## config.mk

```make
export PLATFORM = sky130hd
export DESIGN_NAME = reset_sequencer
export DESIGN_NICKNAME = d
export VERILOG_FILES = /design/src/rtl/reset_sequencer.sv
export SDC_FILE = /design/constraint.sdc
export NUM_CORES = 1
export LEC_CHECK = 0
export BUFFER_PORTS_ARGS = -buffer_cell sky130_fd_sc_hd__buf_2
export CAP_MARGIN = 40
export CORE_MARGIN = 2
export CORE_UTILIZATION = 40
export DETAILED_ROUTE_END_ITERATION = 8
export PLACE_DENSITY = 0.63
export SLEW_MARGIN = 30
export SYNTH_ARGS = -nofsm -noshare
export SYNTH_HDL_FRONTEND = slang
export SYNTH_SLANG_ARGS = --single-unit
```

## constraint.sdc

```tcl
create_clock -name clk -period 2.69 [get_ports clk]
set_input_delay 0.1345 -clock clk [delete_from_list [all_inputs] [get_ports clk]]
set_output_delay 0.1345 -clock clk [all_outputs]
set_load 0.02 [all_outputs]
```

## src/rtl/reset_sequencer.sv

```systemverilog
// reset_sequencer: synchronises PLL lock and board reset, filters them, then releases domain resets in staggered order
// Ports: clk/rst (async active-high) | pll_locked_i, ext_rst_n_i async inputs | sw_rst_req_i sync pulse
//        domain_rst_n_o per-domain active-low resets (bit 0 first) | all_released_o | state_o | lock_loss_cnt_o
module reset_sequencer #(
   parameter int NUM_DOMAINS        = 3,
   parameter int SYNC_STAGES        = 2,
   parameter int HOLD_MIN_CYCLES    = 4,
   parameter int LOCK_FILTER_CYCLES = 16,
   parameter int STAGGER_CYCLES     = 8
) (
   input  logic                   clk,
   input  logic                   rst,
   input  logic                   pll_locked_i,
   input  logic                   ext_rst_n_i,
   input  logic                   sw_rst_req_i,
   output logic [NUM_DOMAINS-1:0] domain_rst_n_o,
   output logic                   all_released_o,
   output logic [1:0]             state_o,
   output logic [7:0]             lock_loss_cnt_o
);
   localparam int HW = $clog2(HOLD_MIN_CYCLES + 1);
   localparam int FW = $clog2(LOCK_FILTER_CYCLES + 1);
   localparam int SW = $clog2(STAGGER_CYCLES + 1);
   localparam logic [NUM_DOMAINS-1:0] C_ONE = 1;
   typedef enum logic [1:0] {S_HOLD, S_FILTER, S_RELEASE, S_RUN} state_t;
   state_t                   r_state, w_next;
   logic [SYNC_STAGES-1:0]   r_lock_sync, r_ext_sync;
   logic [HW-1:0]            r_hold;
   logic [FW-1:0]            r_filt;
   logic [SW-1:0]            r_stg;
   logic [2:0]               r_idx;
   logic [NUM_DOMAINS-1:0]   r_dom, w_dom_nxt;
   logic                     r_all, w_all_nxt;
   logic [7:0]               r_llc, w_llc_nxt;
   logic w_locked, w_ok, w_abort, w_hold_done, w_filt_done, w_stg_done, w_last, w_rel_step;
   assign w_locked    = r_lock_sync[SYNC_STAGES-1];
   assign w_ok        = w_locked & r_ext_sync[SYNC_STAGES-1];
   assign w_abort     = !w_ok || sw_rst_req_i;
   assign w_hold_done = r_hold == HW'(HOLD_MIN_CYCLES - 1);
   assign w_filt_done = r_filt == FW'(LOCK_FILTER_CYCLES - 1);
   assign w_stg_done  = r_stg == SW'(STAGGER_CYCLES - 1);
   // r_idx is the highest domain already released; the next step releases the last one
   assign w_last      = r_idx == 3'(NUM_DOMAINS - 2);
   assign domain_rst_n_o  = r_dom;
   assign all_released_o  = r_all;
   assign state_o         = r_state;
   assign lock_loss_cnt_o = r_llc;
   // state register, counters and registered outputs
   always_ff @(posedge clk or posedge rst) begin
      if (rst) begin
         r_state     <= S_HOLD;
         r_lock_sync <= '0;
         r_ext_sync  <= '0;
         r_hold      <= '0;
         r_filt      <= '0;
         r_stg       <= '0;
         r_idx       <= '0;
         r_dom       <= '0;
         r_all       <= 1'b0;
         r_llc       <= '0;
      end else begin
         r_state     <= w_next;
         r_lock_sync <= {r_lock_sync[SYNC_STAGES-2:0], pll_locked_i};
         r_ext_sync  <= {r_ext_sync[SYNC_STAGES-2:0], ext_rst_n_i};
         r_hold      <= (r_state != S_HOLD) ? '0 : w_hold_done ? r_hold : r_hold + 1'b1;
         r_filt      <= (r_state != S_FILTER) ? '0 : r_filt + 1'b1;
         r_stg       <= (r_state != S_RELEASE || w_stg_done) ? '0 : r_stg + 1'b1;
         r_idx       <= (r_state != S_RELEASE) ? '0 : w_stg_done ? r_idx + 1'b1 : r_idx;
         r_dom       <= w_dom_nxt;
         r_all       <= w_all_nxt;
         r_llc       <= w_llc_nxt;
      end
   end
   // next-state logic
   always_comb begin
      w_next = r_state;
      case (r_state)
         S_HOLD:    w_next = (w_hold_done && w_ok) ? S_FILTER : S_HOLD;
         S_FILTER:  w_next = !w_ok ? S_HOLD : !w_filt_done ? S_FILTER : (NUM_DOMAINS == 1) ? S_RUN : S_RELEASE;
         S_RELEASE: w_next = w_abort ? S_HOLD : (w_stg_done && w_last) ? S_RUN : S_RELEASE;
         default:   w_next = w_abort ? S_HOLD : S_RUN;
      endcase
   end
   // output logic: releases shift a thermometer of ones in from bit 0, so order is guaranteed
   always_comb begin
      w_rel_step = (r_state == S_FILTER && (w_next == S_RELEASE || w_next == S_RUN)) ||
                   (r_state == S_RELEASE && w_next != S_HOLD && w_stg_done);
      w_dom_nxt  = (w_next == S_HOLD) ? '0 : w_rel_step ? ((r_dom << 1) | C_ONE) : r_dom;
      w_all_nxt  = w_next == S_RUN;
      w_llc_nxt  = (w_next == S_HOLD && (r_state == S_RELEASE || r_state == S_RUN) &&
                    !w_locked && r_llc != 8'hFF) ? r_llc + 8'd1 : r_llc;
   end
endmodule

```

==> Yosys cells after proc, flatten, opt, wreduce, memory -nomap -nowiden <==
Index checks and enable logic that the tools add are counted.
{ "word_totals": {"ff_bits": 33, "elab_cells": 65} }
{ "op_classes": {"n_addsub": 5, "eq_ne": 13, "muxes": 15, "bitwise_logic": 1, "reduce_logical": 21} }
{ "ops": {"columns": ["cell", "count"], "rows": [
  ["$mux 3", 6],
  ["$add 8x1->8 const B", 1],
  ["$eq 2x2->1 const B", 4],
  ["$logic_and 1x1->1", 8],
  ["$mux 2", 4],
  ["$ne 8x8->1 const B", 1],
  ["$reduce_bool 2->1", 4],
  ["$add 3x1->3 const B", 2],
  ["$pmux 2 s3", 1],
  ["$add 5x1->5 const B", 1],
  ["$eq 5x4->1 const B", 1],
  ["$logic_or 1x1->1", 5],
  ["$mux 5", 1],
  ["$add 4x1->4 const B", 1],
  ["$eq 4x3->1 const B", 1],
  ["$logic_not 2->1", 2],
  ["$mux 4", 1],
  ["$ne 2x1->1 const B", 2],
  ["$eq 3x1->1 const B", 1],
  ["$eq 3x2->1 const B", 1],
  ["$eq 2x1->1 const B", 1],
  ["$logic_not 1->1", 2],
  ["$mux 1", 2],
  ["$ne 2x2->1 const B", 1],
  ["$and 1x1->1", 1]
]} }

==> Depth between registers and ports, before layout <==
Gate-level depths: netlist (run 1).
{ "depth": {"word_depth": 11, "ltp_mapped": 7, "ltp_nobuf": 7} }

==> Least setup slack after synthesis (run 1) <==
No wires, ideal clock.
{ "synth_path": {"path_type": "reg2reg", "from": "register r_llc[0] (netlist: lock_loss_cnt_o[0])", "to": "register r_llc[1] (netlist: lock_loss_cnt_o[1])", "t_arrival_ns": 1.558, "t_required_ns": 2.565, "path_slack_ns": 1.008, "stages_incl_launch_ff": 5, "path_cell_list": "dfrtp_1 ha_1 and3_1 a21oi_2 mux2_2"} }
{ "synth_between": {"elab_chain_len": 2} }
{ "synth_rtl": {"columns": ["item", "line_no", "text"], "rows": [
  ["start: declaration", "34", "logic [7:0] r_llc, w_llc_nxt;"],
  ["start signal: assignment", "71", "r_llc <= w_llc_nxt;"],
  ["branches (longest 2 deep; another with $add 8x1->8)", null, null]
]} }
Parallel ways; which one is timed is not known.
A chain may end at the register's enable or synchronous reset.

==> Worst setup path in the final report (run 1) <==
{ "layout_path": {"from": "register r_filt[0]", "to": "register r_dom[0] (netlist: domain_rst_n_o[0])"} }
{ "layout_between": {"elab_chain_len": 9} }
{ "layout_rtl": {"columns": ["item", "line_no", "text"], "rows": [
  ["start: declaration", "29", "logic [FW-1:0] r_filt;"],
  ["start signal: assignment", "66", "r_filt <= (r_state != S_FILTER) ? '0 : r_filt + 1'b1;"],
  ["$eq 5x4->1 (*)", "40", "assign w_filt_done = r_filt == FW'(LOCK_FILTER_CYCLES - 1);"],
  ["$mux 2 (*) (2 in a row)", "79", "S_FILTER: w_next = !w_ok ? S_HOLD : !w_filt_done ? S_FILTER : (NUM_DOMAINS == 1) ? S_RUN : S_RELEASE;"],
  ["$pmux 2 s3 (*)", "77", "case (r_state)"],
  ["$eq 2x2->1 or $reduce_bool 2->1 (tied branches)", "86, 87", null],
  ["$logic_or 1x1->1 or $logic_and 1x1->1 (tied branches)", "86, 87", null],
  ["$logic_and 1x1->1 (on tied branches)", "86, 87", null],
  ["$logic_or 1x1->1", "86", "w_rel_step = (r_state == S_FILTER && (w_next == S_RELEASE || w_next == S_RUN)) ||"],
  ["$reduce_bool 2->1 (no line)", null, null],
  ["end signal: assignment", "69", "r_dom <= w_dom_nxt;"],
  ["end: declaration", "32", "logic [NUM_DOMAINS-1:0] r_dom, w_dom_nxt;"]
]} }
Mark *: on every way between the ends. The rest lies on a longest branch, timed or not.

==> out/qor.yml, run 1 <==
crit_type: "reg2reg"
maxClockFrequency_ghz: 0.5670
worst_pin_slew_ps: 463.4
preCtsSetupSlack_ps: 899.5
syn-num-nets: 144
io_pins: 19
synth-seq-cells: 33
outcome: "completed"
path_clk_slew_ps: 60
htreeDepth: 2
wl_per_cell_microns: 11.83
cts_setup_buffers: 0
initial_core_util: 0.4156
final_common_cell: "dfrtp_1"
p_clk_frac: 0.345
antenna_found_initial: 0
power_density_mw_per_mm2: 591.1
regToRegEndpoint: "domain_rst_n_o[0]$_DFFE_PP0P_"
hold_viol: 0
cts_resized: 0
clockBufferDepth: 2
nets: 170
async_flop_share: 1.000
ant_nets: 0
gp_congestion: 0.7367
start_kind: "register"
finalCritPeriodShare: 0.6556
coreArea_sq_mm: 0.003661
timing.final.crit_period_ps: 1764
dpl_cell_area_sq_mm: 0.001653
grtUsageTotal: 0.1371
synthCells: 131
cp-end-kind: "register"
rsz0062_at_grt: "false"
grt_pass1_wl_mm: 4.326
antenna_cells: 0
postLayoutCellArea_sq_mm: 0.001769
p_sw_frac: 0.2391
required_ps: 2890
worst_slack_ps: 926.4
p_sw_w: 0.0002501
holdPathStages: 3
syn_area_sq_mm: 0.001521
maxSlewViolCount: 0
clock-sinks: 33
drt_iter0_drc: 18
layout_common_cells: "dfrtp_1 (33), buf_2 (18), nor2_1 (13)"
p_leak_nw: 0.8143
crit_start: "r_filt[0]$_DFF_PP0_"
routed_wl_mm: 2.425
crit_end: "domain_rst_n_o[0]$_DFFE_PP0P_"
yosysWarnings: 0
portBuffers: 18
min_path_type: "in2reg"
hold_buffers: 3
postSynthAreaPerCell_sq_um: 11.61
drc_errors: 0
die_area_sq_mm: 0.004313
power.internal_w: 0.0007957
ctsRootBufferMaster: "clkbuf_8"
dr.pass1.iters: 4
grt_max_degree: 34
slew_headroom: 0.6911
grt_pass1_vias: 1024
max-vdd-ir-drop_uv: 273.8
synth-main-ff-cell: "dfrtp_1"
tns_ps: 0
critPathArrivalTime_ps: 1960
placementRows: 22
numCtsBuffers: 5
routed-via-count: 1001
crit_path_max_fanout: 4
clkLatencyLatePin_ps: 280
cts_tree: "done"
pwr-share-comb: 0.134
r2r_slack_ps: 930
cap_violations: 0
rr_startpoint: "r_filt[0]$_DFF_PP0_"
overflow: 0
setup_violations: 0
power_frac_seq: 0.521
seq_area_frac_synth: 0.5428
die_w_microns: 65.68
avgViaCountPerCell: 4.883
nFillCells: 340
dp.final_hpwl_mm: 1.757
synth.distinct_cells: 33
fin_skew_ps: 6.024
reg2regPathDepth: 7
synth-edff-count: 0
layout-drive-gt1-share: 0.2038
die_height_microns: 65.68
area_growth_syn_to_layout_pct: 16.28
-- cells by family (layout without fill, tap and decap cells) --
| kind of cell | after synthesis | in the layout | synth area share |
|---|---|---|---|
| flops | 33 | 33 | 0.5428 |
| compound gates | 7 | 7 | 0.03865 |
| mux | 5 | 5 | 0.03372 |
| xor+xnor | 14 | 14 | 0.08059 |
| buf+inv | 8 | 34 | 0.02960 |
| fa+ha+maj | 8 | 8 | 0.06579 |
| simple gates | 56 | 56 | 0.2089 |
-- power groups by stage --
| stage | registers (W) | logic (W) | clock network [W] |
|---|---|---|---|
| 2_1_floorplan | 0.000548 | 0.000112 | 0 |
| 3_3_place_gp | 0.000551 | 0.000130 | 0 |
| 3_5_place_dp | 0.000553 | 0.000137 | 0 |
| 4_1_cts | 0.000544 | 0.000142 | 0.000373 |
| 5_1_grt | 0.000547 | 0.000162 | 0.000400 |
| 6_report | 0.000545 | 0.000140 | 0.000361 |
-- state kept, by name (all words and copies together), names as in the netlist --
| name | cells |
|---|---|
| r_ext_sync | 2 |
| all_released_o | 1 |
| r_stg | 4 |
| r_idx | 3 |
| state_o | 2 |
| r_lock_sync | 2 |
| r_filt | 5 |
| r_hold | 3 |
| domain_rst_n_o | 3 |
| lock_loss_cnt_o | 8 |
-- synth_stat cells, drive strengths merged (2+ instances only) --
master	n	share of area
nand2	6	0.015
a21oi	3	0.015
a211oi	2	0.013
nor3	10	0.033
and3b	2	0.012
ha	8	0.066
or2	2	0.0082
nand2b	5	0.021
and3	3	0.012
nor2	13	0.032
xor2	5	0.029
inv	5	0.012
nand4	4	0.016
dfrtp	33	0.54
mux2i	4	0.026
xnor2	9	0.052
nand3	3	0.0099
buf	3	0.017
-- worst max-delay path, stage by stage (launching register included) --
cell and delay [ps]:
dfrtp_1 400, ha_1 220, and3_1 190, ha_1 210, nand2b_1 160, a211oi_2 210
nor3_1 110, nor3_1 190
-- metrics by stage --
step / instances / hold slack, ps / total power (W) / utilization
final: 205 / 170.4 / 0.001046 / 0.4833
after detailed placement: 195 / 244.6 / 0.0006908 / 0.4515
after global routing: 205 / 179.4 / 0.001109 / 0.4833
after CTS: 205 / 162.7 / 0.001060 / 0.4833
after global placement: 195 / 232.9 / 0.0006806 / 0.4515
after floorplan: 131 / 165.9 / 0.0006603 / -
-- area by class of cell --
cell class	instances	area [sq um]	share of cell area
well taps	48	60.06	0.03395
repair buffers	22	127.6	0.07214
flip-flops and latches	33	825.8	0.4668
inverters	5	18.77	0.01061
multi-input cells	90	650.6	0.3678
clock buffers	7	86.33	0.04880
-- per-layer routing --
metal	up-vias	global-route usage	share of wire
li1	499	-	-
met1	475	0.1637	0.45
met2	19	0.2146	0.48
met3	8	0.04110	0.042
met4	0	0.08594	0.030
met5	-	0	0
-- how the worst min path moves through the flow --
| stage | from | slack (ps) | end |
|---|---|---|---|
| 2_1_floorplan | ext_rst_n_i | 170 | r_ext_sync[0]$_DFF_PP0_ |
| 3_3_place_gp | rst | 230 | r_ext_sync[0]$_DFF_PP0_ |
| 3_5_place_dp | ext_rst_n_i | 240 | r_ext_sync[0]$_DFF_PP0_ |
| 4_1_cts | sw_rst_req_i | 160 | state_o[1]$_DFF_PP0_ |
| 5_1_grt | sw_rst_req_i | 180 | state_o[1]$_DFF_PP0_ |
| 6_report | sw_rst_req_i | 170 | state_o[1]$_DFF_PP0_ |
Note: power is estimated with default switching activity, not from simulation.
==> inputs of run 2 (changes only) <==
==> constraint.sdc (replaced) <==
create_clock -name clk -period 1.73 [get_ports clk]
set_input_delay 0.0865 -clock clk [delete_from_list [all_inputs] [get_ports clk]]
set_output_delay 0.0865 -clock clk [all_outputs]
set_load 0.02 [all_outputs]
==> out/qor.yml, run 2 (synthesis gave the netlist of run 1 again) <==
reg2regPathDepth: 7
outcome: "completed"
required_ps: 1900
antenna_found_initial: 0
dp.final_hpwl_mm: 1.798
grt_max_degree: 34
drt-met1-wl_mm: 1.123
avgViaCountPerCell: 4.702
die_w_microns: 65.68
crit_path_max_fanout: 4
layout-drive-gt1-share: 0.2874
htreeDepth: 2
setup_violations: 0
tns_ps: 0
cp_num_cells: 7
gp_congestion: 0.7903
die_area_sq_mm: 0.004313
rsz0062_at_grt: "true"
grt_pass1_vias: 1022
p_leak_nw: 0.8776
crit_chain: "ha_2, and3_4, ha_4, and3b_1, o21a_1, or2_1, and3_1"
slew_headroom: 0.7227
area_growth_syn_to_layout_pct: 25.16
ant_nets: 0
critPathArrivalTime_ps: 1890
io_pins: 19
wl_met3_microns: 103
drt_iter0_drc: 20
holdPathStages: 3
finalCritPeriodShare: 0.9934
postLayoutCellArea_sq_mm: 0.001904
grt_pass1_wl_mm: 4.367
coreArea_sq_mm: 0.003661
min_path_type: "in2reg"
max-vdd-ir-drop_uv: 597.6
met2_length_mm: 1.249
maxSlewViolCount: 0
cts_tree: "done"
largest_reg_flops: 8
routed_wl_mm: 2.525
cap_violations: 0
path_clk_slew_ps: 60
clkLatencyLatePin_ps: 280
drc_errors: 0
dpl_cell_area_sq_mm: 0.001713
critPathTopFamily: "simple AND/OR/NAND/NOR gates"
crit_slowest_cell: "dfrtp_1"
cp_slowest_stage_delay_ps: 360
timing.final.crit_period_ps: 1719
maxClockFrequency_ghz: 0.5819
portBuffers: 18
clock-sinks: 33
cp-end-kind: "register"
placementRows: 22
hold_viol: 0
antenna_cells: 0
power_density_mw_per_mm2: 950.2
numCtsBuffers: 5
dr.pass1.iters: 4
ctsRootBufferMaster: "clkbuf_8"
crit_type: "reg2reg"
routed-via-count: 1011
initial_core_util: 0.4156
clockBufferDepth: 2
path_buf_inv: 0
nets: 179
overflow: 0
wl_per_cell_microns: 11.74
die_height_microns: 65.68
final_common_cell: "dfrtp_1"
worst_pin_slew_ps: 415.9
highest_layer: "met4"
start_kind: "register"
grtUsageTotal: 0.1367
layout_common_cells: "dfrtp_1 (33), buf_2 (18), nor2_1 (13)"
fin_skew_ps: 4.077
-- run 2: changes by cell type in the layout (fill, tap and decap cells not counted), sizes merged --
cell / change
buf: +9
bufinv: +1
-- run 2: report_power, final --
group | internal (W) | total (W) | switching [W]
Sequential | 0.000818 | 0.000846 | 0.0000280
Clock | 0.000469 | 0.000726 | 0.000257
Combinational | 0.000116 | 0.000237 | 0.000120
-- run 2: path summary, 6_finish.rpt --
path | startpoint | endpoint | slack, ps
max in group asynchronous | rst | r_hold[2]$_DFFE_PP0P_ | 1010
max | r_filt[0]$_DFF_PP0_ | all_released_o$_DFF_PP0_ | 10
min in group asynchronous | rst | lock_loss_cnt_o[4]$_DFFE_PP0P_ | 430
min | sw_rst_req_i | state_o[1]$_DFF_PP0_ | 140
max reg2reg | r_filt[0]$_DFF_PP0_ | all_released_o$_DFF_PP0_ | 10
min reg2reg | r_lock_sync[0]$_DFF_PP0_ | r_lock_sync[1]$_DFF_PP0_ | 350
-- run 2: layout make-up --
cell class | instances | area (sq um)
fill | 324 | 1757
timing repair buffer | 31 | 195.2
clock buffer | 7 | 86.33
tap | 48 | 60.06
inverter | 5 | 18.77
multi-input combinational | 90 | 688.2
sequential | 33 | 825.8
clock inverter | 1 | 30.03
-- run 2: worst reg2reg max path: stages, from the launching register on --
cell and delay [ps]:
dfrtp_1 360, ha_2 180, and3_4 190, ha_4 140, and3b_1 170, o21a_1 180
or2_1 220, and3_1 160
-- run 2: what timing repair did --
action / CTS / global route
setup endpoints to repair: 4 / 5
setup buffers: 1 / 0
gates resized for setup: 7 / 1
hold buffers: 3 / 0
endpoints found under the hold margin: 35 / 0
pin swaps: 5 / 1
-- run 2: per-stage QoR --
stage          setup slack (ps)  std cells    util  hold WS (ps)  power (W)
2_1_floorplan             47.77        131       -         117.9   0.001027
3_3_place_gp              41.55        203  0.4679         184.4   0.001072
3_5_place_dp             -49.26        203  0.4679         193.9   0.001092
4_1_cts                   25.80        215  0.5202         134.0   0.001841
5_1_grt                  -58.91        215  0.5202         168.9   0.001928
6_report                  11.45        215  0.5202         144.7   0.001809
-- run 2: layer usage --
metal	track usage	vias to the layer above
li1	-	519
met1	0.1594	471
met2	0.2260	15
met3	0.05137	6
met4	0.05469	0
met5	0	-
==> inputs of run 3 (changes only) <==
--- a/config.mk
+++ b/config.mk
@@ -7,10 +7,13 @@
 export LEC_CHECK = 0
 export BUFFER_PORTS_ARGS = -buffer_cell sky130_fd_sc_hd__buf_2
 export CAP_MARGIN = 40
+export CORE_ASPECT_RATIO = 1.75
 export CORE_MARGIN = 2
 export CORE_UTILIZATION = 40
 export DETAILED_ROUTE_END_ITERATION = 8
 export PLACE_DENSITY = 0.63
+export RECOVER_POWER = 50
+export SETUP_SLACK_MARGIN = 0.05
 export SLEW_MARGIN = 30
 export SYNTH_ARGS = -nofsm -noshare
 export SYNTH_HDL_FRONTEND = slang
==> out/qor.yml, run 3 (synthesis gave the netlist of run 1 again) <==
outcome: "finished, violations left"
violations: "negative setup slack"
required_ps: 1890
dp.final_hpwl_mm: 2.020
numCtsBuffers: 5
grt_pass1_vias: 1120
overflow: 0
avgViaCountPerCell: 5.018
finalCritPeriodShare: 1.008
drt_iter0_drc: 23
start_kind: "register"
cap_violations: 0
crit_type: "reg2reg"
p_clk_frac: 0.363
antenna_cells: 0
hold_viol: 0
final_common_cell: "dfrtp_1"
maxSlewViolCount: 0
grt_pass1_wl_mm: 5.085
initial_core_util: 0.4193
crit_slowest_cell: "dfrtp_1"
nets: 184
io_pins: 19
clkLatencyLatePin_ps: 280
antenna_found_initial: 0
p_leak_nw: 0.9053
clock-sinks: 33
timing.final.crit_period_ps: 1744
largest_reg_flops: 8
cts_tree: "done"
placementRows: 29
gp_congestion: 0.8192
setup_violations: 2
die_area_sq_mm: 0.004332
crit_chain: "ha_2, and3_4, ha_4, and3b_1, o21a_1, or2_1, and2_1"
postLayoutCoreUtil: 0.5341
ant_nets: 0
power_frac_seq: 0.491
ctsRootBufferMaster: "clkbuf_8"
die_w_microns: 50.62
portBuffers: 18
routed-via-count: 1094
pwr-share-comb: 0.147
worst_pin_slew_ps: 788.0
numPlacedInstances: 200
grt_max_degree: 34
clockBufferDepth: 2
slew_headroom: 0.4746
die_height_microns: 85.59
cp_slowest_stage_delay_ps: 360
rsz0062_at_grt: "true"
grtUsageTotal: 0.1583
path_clk_slew_ps: 60
cp-end-kind: "register"
nFillCells: 333
fin_cells: 218
area_growth_syn_to_layout_pct: 27.38
critPathArrivalTime_ps: 1910
crit_path_max_fanout: 4
p_sw_frac: 0.2477
dpl_cell_area_sq_mm: 0.001710
power_density_mw_per_mm2: 890.6
min_path_type: "in2reg"
dr.pass1.iters: 3
p_sw_w: 0.0004275
routed_wl_mm: 2.942
htreeDepth: 2
layout_common_cells: "dfrtp_1 (33), buf_2 (18), buf_4 (14)"
worst_slack_ps: -14.07
power.internal_w: 0.001299
fin_skew_ps: 1.972
holdWs_ps: 157.3
maxClockFrequency_ghz: 0.5734
wl_per_cell_microns: 13.50
drc_errors: 0
postLayoutCellArea_sq_mm: 0.001938
max-vdd-ir-drop_uv: 608.2
coreArea_sq_mm: 0.003628
layout-drive-gt1-share: 0.3140
==> run 3: cell types whose count changed in the layout (fill, tap and decap cells not counted), sizes merged <==
cell    before  now
clkbuf       7    8
bufinv       1    0
clkinv       0    1
buf         28   32
==> run 3: worst paths after layout <==
kind	start	cells past startpoint	endpoint	slack, ps
setup / recovery	r_filt[1]$_DFF_PP0_	7	state_o[0]$_DFF_PP0_	-10
hold / removal	sw_rst_req_i	3	state_o[1]$_DFF_PP0_	160
setup reg to reg	r_filt[1]$_DFF_PP0_	7	state_o[0]$_DFF_PP0_	-10
hold reg to reg	r_lock_sync[0]$_DFF_PP0_	0	r_lock_sync[1]$_DFF_PP0_	360
max in group asynchronous	rst	4	r_filt[0]$_DFF_PP0_	660
min in group asynchronous	rst	4	r_ext_sync[0]$_DFF_PP0_	580
==> run 3: critical path: cells and delay by family (launching register included) <==
| kind | cells | cell delay [ps] |
|---|---|---|
| AOI/OAI and AO/OA | 1 | 170 |
| adders and majority gates | 2 | 330 |
| DFF | 1 | 360 |
| and+or+nand+nor | 4 | 760 |
==> run 3: timing repair <==
item,4_1_cts,5_1_grt
endpoints found under the setup margin,5,6
buffers inserted,2,5
endpoints found under the hold margin,35,0
pin swaps,5,6
resized for setup,8,2
hold buffers,3,0
cloned,0,0
==> run 3: final cells by class <==
| class | instances | area (sq um) | share of cell area |
|---|---|---|---|
| multi-input cells | 90 | 704.4 | 0.3635 |
| clock buffers | 7 | 96.34 | 0.04971 |
| flip-flops and latches | 33 | 825.8 | 0.4261 |
| repair buffers | 36 | 230.2 | 0.1188 |
| inverters | 5 | 18.77 | 0.009684 |
| clock inverters | 1 | 5.005 | 0.002582 |
| well taps | 46 | 57.56 | 0.02970 |
==> run 3: metrics by stage <==
| stage | power, W | setup WS (ps) | TNS [ps] |
|---|---|---|---|
| 2_1_floorplan | 0.001027 | 90.29 | 0 |
| 3_3_place_gp | 0.001079 | 1.267 | 0 |
| 3_5_place_dp | 0.001099 | -91.72 | -283.6 |
| 4_1_cts | 0.001746 | 5.085 | 0 |
| 5_1_grt | 0.001823 | -91.56 | -297.7 |
| 6_report | 0.001726 | -14.07 | -18.94 |
==> run 3: power by group through the flow <==
stage               Combinational (W)  Sequential [W]  Clock [W]
floorplan                    0.000174        0.000852          0
global placement             0.000222        0.000857          0
detailed placement           0.000239        0.000859          0
CTS                          0.000254        0.000845   0.000647
global route                 0.000295        0.000850   0.000678
finish                       0.000253        0.000847   0.000626
==> run 3: routing by layer <==
metal  GRT usage  wire length [microns]
met1      0.1617                   1128
met2      0.2859                   1618
met3     0.03659                     91
met5           0                      0
met4     0.09091                    104
